==> src/rtl/wash_pkg.sv <==
`timescale 1ns/1ps
// Shared constants for the washing-machine time base.
// No logic; latency n/a.
// No flow control; constants only.
//
// Contents: clock-frequency select encodings and default timing constants.
package wash_pkg;

    // Clk_Freq encodings: the oscillator runs at BASE_CYCLES << Clk_Freq Hz
    localparam logic [1:0] FREQ_1M = 2'b00;
    localparam logic [1:0] FREQ_2M = 2'b01;
    localparam logic [1:0] FREQ_4M = 2'b10;
    localparam logic [1:0] FREQ_8M = 2'b11;

    // Cycles per second at the slowest oscillator, and seconds per minute
    localparam int DEF_BASE_CYCLES  = 1_000_000;
    localparam int DEF_SECS_PER_MIN = 60;

endpackage

==> src/rtl/pulse_divider.sv <==
`timescale 1ns/1ps
// Generic modulo-(limit+1) counter with a terminal-count strobe.
// tc is combinational in the cycle the counter sits at/above limit while enabled.
// No backpressure; counts every enabled cycle.
//
// Ports:
//   clk, rst  - clock and synchronous active-high reset
//   en        - advance enable
//   limit     - terminal count, may change at run time
//   tc        - high when an enabled edge will wrap the counter to zero
module pulse_divider #(
    parameter int W = 8
) (
    input  logic         clk,
    input  logic         rst,
    input  logic         en,
    input  logic [W-1:0] limit,
    output logic         tc
);

    logic [W-1:0] cnt;

    // >= rather than == so that lowering limit below the current count
    // wraps on the next enabled edge instead of running the full counter range
    assign tc = en && (cnt >= limit);

    always_ff @(posedge clk) begin
        if (rst) begin
            cnt <= '0;
        end else if (en) begin
            if (tc) begin
                cnt <= '0;
            end else begin
                cnt <= cnt + W'(1);
            end
        end
    end

endmodule

==> src/rtl/wash_timer.sv <==
`timescale 1ns/1ps
// Washing-machine time base: one-cycle pulse per second and per minute.
// time_out registered one edge after the prescaler wrap; time_out_s on the same edge.
// No backpressure; free-running counters.
//
// Ports:
//   Clk        - system clock, rising edge
//   Rst        - synchronous active-high reset, clears all counting
//   Clk_Freq   - oscillator select, 00=1 MHz .. 11=8 MHz
//   time_out   - one-cycle pulse per elapsed second
//   time_out_s - one-cycle pulse per elapsed minute, coincides with a time_out
module wash_timer
    import wash_pkg::*;
#(
    parameter int BASE_CYCLES  = DEF_BASE_CYCLES,
    parameter int SECS_PER_MIN = DEF_SECS_PER_MIN,
    parameter int CNT_W        = 24,
    parameter int SEC_W        = 6
) (
    input  logic       Clk,
    input  logic       Rst,
    input  logic [1:0] Clk_Freq,
    output logic       time_out,
    output logic       time_out_s
);

    localparam logic [CNT_W-1:0] BASE_W    = CNT_W'(BASE_CYCLES);
    localparam logic [SEC_W-1:0] SEC_LIMIT = SEC_W'(SECS_PER_MIN - 1);

    logic [CNT_W-1:0] cyc_limit;
    logic             cyc_tc;
    logic             sec_tc;

    // Terminal count follows Clk_Freq immediately; no restart on a change
    always_comb begin
        cyc_limit = BASE_W - CNT_W'(1);
        case (Clk_Freq)
            FREQ_1M: cyc_limit = BASE_W - CNT_W'(1);
            FREQ_2M: cyc_limit = (BASE_W << 1) - CNT_W'(1);
            FREQ_4M: cyc_limit = (BASE_W << 2) - CNT_W'(1);
            FREQ_8M: cyc_limit = (BASE_W << 3) - CNT_W'(1);
            default: cyc_limit = BASE_W - CNT_W'(1);
        endcase
    end

    // Cycle prescaler: always counting
    pulse_divider #(.W(CNT_W)) u_cyc (
        .clk   (Clk),
        .rst   (Rst),
        .en    (1'b1),
        .limit (cyc_limit),
        .tc    (cyc_tc)
    );

    // Seconds counter steps on the prescaler wrap edge itself, so its own
    // wrap lands on the same edge as the 60th second pulse
    pulse_divider #(.W(SEC_W)) u_sec (
        .clk   (Clk),
        .rst   (Rst),
        .en    (cyc_tc),
        .limit (SEC_LIMIT),
        .tc    (sec_tc)
    );

    always_ff @(posedge Clk) begin
        if (Rst) begin
            time_out   <= 1'b0;
            time_out_s <= 1'b0;
        end else begin
            time_out   <= cyc_tc;
            time_out_s <= sec_tc;
        end
    end

endmodule

==> config.mk <==
export PLATFORM = sky130hd
export DESIGN_NAME = wash_timer
export DESIGN_NICKNAME = d
export VERILOG_FILES = /design/src/rtl/wash_pkg.sv /design/src/rtl/pulse_divider.sv /design/src/rtl/wash_timer.sv
export SDC_FILE = /design/constraint.sdc
export NUM_CORES = 1
export LEC_CHECK = 0
export CORE_MARGIN = 4
export CORE_UTILIZATION = 56
export DETAILED_ROUTE_END_ITERATION = 6
export PLACE_DENSITY = 0.74
export SYNTH_ARGS = -nofsm -noshare
export SYNTH_HDL_FRONTEND = slang
export SYNTH_SLANG_ARGS = --single-unit
==> constraint.sdc <==
create_clock -name Clk -period 2.7 [get_ports Clk]
set_input_delay 0.405 -clock Clk [delete_from_list [all_inputs] [get_ports Clk]]
set_output_delay 0.405 -clock Clk [all_outputs]
set_load 0.02 [all_outputs]
==> impl_metrics.prom <==
# TYPE chip_impl_metric gauge
chip_impl_metric{name="p_leak",unit="nW"} 0.8139
chip_impl_metric{name="setup_violations",unit=""} 0
chip_impl_metric{name="fmax",unit="GHz"} 0.4015
chip_impl_metric{name="instances_no_fill",unit=""} 259
chip_impl_metric{name="cts_setup_buffers",unit=""} 0
chip_impl_info{name="ctsRootBufferMaster",value="sky130_fd_sc_hd__clkbuf_4"} 1
chip_impl_metric{name="first_global_vias",unit=""} 1443
chip_impl_metric{name="fillers",unit=""} 260
chip_impl_metric{name="worstPathRequired",unit="ns"} 2.98
chip_impl_metric{name="cts_max_path_buffers",unit=""} 2
chip_impl_metric{name="layout.nets",unit=""} 235
chip_impl_metric{name="slew-limit-headroom",unit="%"} 57.35
chip_impl_metric{name="fin_worst_skew",unit="ns"} 0.01064
chip_impl_metric{name="count_of_different_cell_masters_after_synthesis",unit=""} 38
chip_impl_metric{name="syn-num-nets",unit=""} 219
chip_impl_metric{name="io-pin-count",unit=""} 6
chip_impl_metric{name="groute.usage.overall",unit="%"} 18.87
chip_impl_metric{name="setup-tns-final",unit="ns"} 0
chip_impl_metric{name="post_route_cells_drive_above_1_share",unit="%"} 13.02
chip_impl_metric{name="final.period_utilization",unit="%"} 92.25
chip_impl_metric{name="max-cap-violations",unit=""} 0
chip_impl_info{name="post-synth-top-area-cell",value="sky130_fd_sc_hd__dfxtp_1"} 1
chip_impl_metric{name="place_congestion",unit=""} 0.8350
chip_impl_metric{name="fin_area",unit="um^2"} 1979
chip_impl_metric{name="report.final.slew_viol_count",unit=""} 0
chip_impl_metric{name="synth_enable_flop_cells",unit=""} 0
chip_impl_metric{name="buffer_ports.inserted",unit=""} 5
chip_impl_info{name="clock_tree_from_tritoncts",value="done"} 1
chip_impl_metric{name="cell_count_after_placement",unit=""} 251
chip_impl_info{name="timing.critical_path.to_type",value="flip-flop"} 1
chip_impl_metric{name="vias",unit=""} 1469
chip_impl_metric{name="detail_route.vias_per_cell",unit=""} 5.672
chip_impl_metric{name="clk-insertion-delay-late",unit="ns"} 0.33
chip_impl_metric{name="number_of_antenna_violations_at_the_first_check_in_global_routing",unit=""} 0
chip_impl_metric{name="async_reset_ff_share",unit="%"} 0
chip_impl_metric{name="die_height",unit="um"} 63.91
chip_impl_info{name="postSynth.topFlopCell",value="sky130_fd_sc_hd__dfxtp_1"} 1
chip_impl_metric{name="cellPowerDensity",unit="nW/um^2"} 450.3
chip_impl_metric{name="drt.antenna.violating_nets",unit=""} 0
chip_impl_info{name="leading_post_synthesis_cells_by_cell_area",value="sky130_fd_sc_hd__dfxtp_1 37%, sky130_fd_sc_hd__ha_1 12%, sky130_fd_sc_hd__nor2_1 6.9%"} 1
chip_impl_metric{name="core",unit="um^2"} 3028
chip_impl_metric{name="finalWirelength",unit="mm"} 3.461
chip_impl_metric{name="post_synthesis_area_per_instance",unit="um^2"} 8.841
chip_impl_metric{name="ys_seq_area_share",unit="%"} 36.60
chip_impl_metric{name="pin_count_of_the_biggest_net_entering_global_routing",unit=""} 24
chip_impl_metric{name="post_synth_inst_count",unit=""} 198
chip_impl_metric{name="antenna_cells_inserted",unit=""} 0
chip_impl_metric{name="timing.final.crit_period",unit="ns"} 2.491
chip_impl_info{name="synth_commonest_cells",value="32 x sky130_fd_sc_hd__dfxtp_1, 32 x sky130_fd_sc_hd__nor2_1, 17 x sky130_fd_sc_hd__ha_1"} 1
chip_impl_metric{name="synth_warnings",unit=""} 0
chip_impl_metric{name="dpl_cell_area",unit="um^2"} 1899
chip_impl_info{name="timing.hold.worst.class",value="flip-flop to flip-flop"} 1
chip_impl_metric{name="final_critical_path_setup_slack",unit="ns"} 0.2092
chip_impl_metric{name="cts_hold_repair.buffers",unit=""} 0
chip_impl_info{name="setup_repair_after_global_routing_missed_its_margin",value="false"} 1
chip_impl_metric{name="die_area",unit="um^2"} 4084
chip_impl_metric{name="cp.arrival",unit="ns"} 2.77
chip_impl_metric{name="postCtsResizedCells",unit=""} 0
chip_impl_metric{name="place.detailed.hpwl",unit="mm"} 2.629
chip_impl_metric{name="drt_first_iter_violations",unit=""} 53
chip_impl_metric{name="fin_util",unit="%"} 65.37
chip_impl_metric{name="fin_worst_hold_slack",unit="ns"} 0.4707
chip_impl_metric{name="synthesis_to_layout_area_growth",unit="%"} 13.08
chip_impl_metric{name="grt.overflow.total",unit=""} 0
chip_impl_metric{name="postSynthRegisterBits",unit=""} 32
chip_impl_info{name="criticalPathCategory",value="input port to flip-flop"} 1
chip_impl_info{name="critPathLaunchType",value="input port"} 1
chip_impl_info{name="run_status",value="completed"} 1
chip_impl_metric{name="tritoncts.num_buffers",unit=""} 5
chip_impl_metric{name="dp_slack",unit="ns"} -0.1248
chip_impl_metric{name="tightest_pin_transition",unit="ns"} 0.6345
chip_impl_metric{name="num_rows",unit=""} 20
chip_impl_metric{name="grt_first_pass_wirelength",unit="mm"} 6.092
chip_impl_metric{name="yosys.area.top_type_share",unit="%"} 36.60
chip_impl_metric{name="clk_pin_slew",unit="ns"} 0.10
chip_impl_metric{name="worst_ir_drop_vdd",unit="mV"} 0.3113
chip_impl_metric{name="drt_pass1_iterations",unit=""} 4
chip_impl_metric{name="cts.sink_count",unit=""} 32
chip_impl_metric{name="die-width",unit="um"} 63.91
chip_impl_metric{name="crit_fanout",unit=""} 7
chip_impl_metric{name="drc",unit=""} 0
chip_impl_metric{name="htreeDepth",unit=""} 2
chip_impl_metric{name="post_syn_area",unit="um^2"} 1750
chip_impl_metric{name="post-layout-total-power",unit="mW"} 0.8914
chip_impl_metric{name="finalHoldViolations",unit=""} 0
chip_impl_metric{name="routed_wire_length_per_instance",unit="um"} 13.36
chip_impl_metric{name="multiInputGateArea",unit="um^2"} 1044
chip_impl_metric{name="starting_density_of_the_core",unit="%"} 57.81
chip_impl_metric{name="area.sequential",unit="um^2"} 640.6
==> critical path, stage by stage <==
cell and delay, ns:
sky130_fd_sc_hd__clkdlybuf4s50_1 0.47, sky130_fd_sc_hd__or2_2 0.36, sky130_fd_sc_hd__ha_1 0.31, sky130_fd_sc_hd__o21ai_1 0.06, sky130_fd_sc_hd__a211o_1 0.25, sky130_fd_sc_hd__a211o_1 0.33
sky130_fd_sc_hd__buf_4 0.17, sky130_fd_sc_hd__a31oi_1 0.20, sky130_fd_sc_hd__o221a_2 0.22
==> registers in the layout (all words and copies together), names as in the netlist <==
name        cells
u_sec.cnt       6
time_out        1
u_cyc.cnt      24
time_out_s      1
==> layout make-up <==
cell class,count,area share (%)
Clock inverter,3,2.149
Multi-Input combinational cell,153,52.72
Tap cell,44,2.781
Inverter,8,1.517
Sequential cell,32,32.36
Clock buffer,5,1.896
Timing Repair Buffer,14,6.574
==> power breakdown <==
group | switching (mW) | internal, mW
Sequential | 0.00355 | 0.476
Combinational | 0.0263 | 0.0221
Clock | 0.171 | 0.193
Total | 0.201 | 0.691
==> cells in the final DEF (no fill, tap or decap), types with 3 or more instances in the layout <==
cell type                         instances
sky130_fd_sc_hd__dfxtp_1                 32
sky130_fd_sc_hd__nor2_1                  32
sky130_fd_sc_hd__nand3_1                 11
sky130_fd_sc_hd__xor2_1                  11
sky130_fd_sc_hd__a31oi_1                  3
sky130_fd_sc_hd__inv_1                    8
sky130_fd_sc_hd__buf_4                    8
sky130_fd_sc_hd__and3_1                   4
sky130_fd_sc_hd__clkdlybuf4s50_1          5
sky130_fd_sc_hd__nand2_1                 16
sky130_fd_sc_hd__clkbuf_4                 5
sky130_fd_sc_hd__xnor2_1                 10
sky130_fd_sc_hd__nor3_1                   4
sky130_fd_sc_hd__a21oi_1                  7
sky130_fd_sc_hd__ha_1                    17
sky130_fd_sc_hd__nand4_1                  9
==> cells by family after synthesis <==
| group | after synthesis | share of synthesized area, % |
|---|---|---|
| compound gates | 27 | 12.37 |
| xor+xnor | 21 | 10.51 |
| fa+ha+maj | 17 | 12.15 |
| buf+inv | 13 | 3.788 |
| flops | 32 | 36.60 |
| simple gates | 88 | 24.59 |
==> path summary, 6_finish.rpt <==
path / to / depth (start not counted) / slack, ns / startpoint
max: u_sec.cnt[3]$_SDFFE_PP0P_ / 9 / 0.21 / Clk_Freq[0]
min: u_cyc.cnt[0]$_SDFF_PP0_ / 1 / 0.47 / u_cyc.cnt[0]$_SDFF_PP0_
min reg2reg: u_cyc.cnt[0]$_SDFF_PP0_ / 1 / 0.47 / u_cyc.cnt[0]$_SDFF_PP0_
max reg2reg: u_sec.cnt[3]$_SDFFE_PP0P_ / 7 / 0.69 / u_cyc.cnt[18]$_SDFF_PP0_
==> metal layers <==
metal,wire length [um],track usage (%),vias to the layer above,share of wire (%)
li1,-,-,736,-
met1,1604,21.39,704,46
met2,1724,33.94,23,50
met3,89,4.218,6,2.6
met4,43,7.278,0,1.2
met5,0,0,-,0
Power figures use the tool's default switching activity.
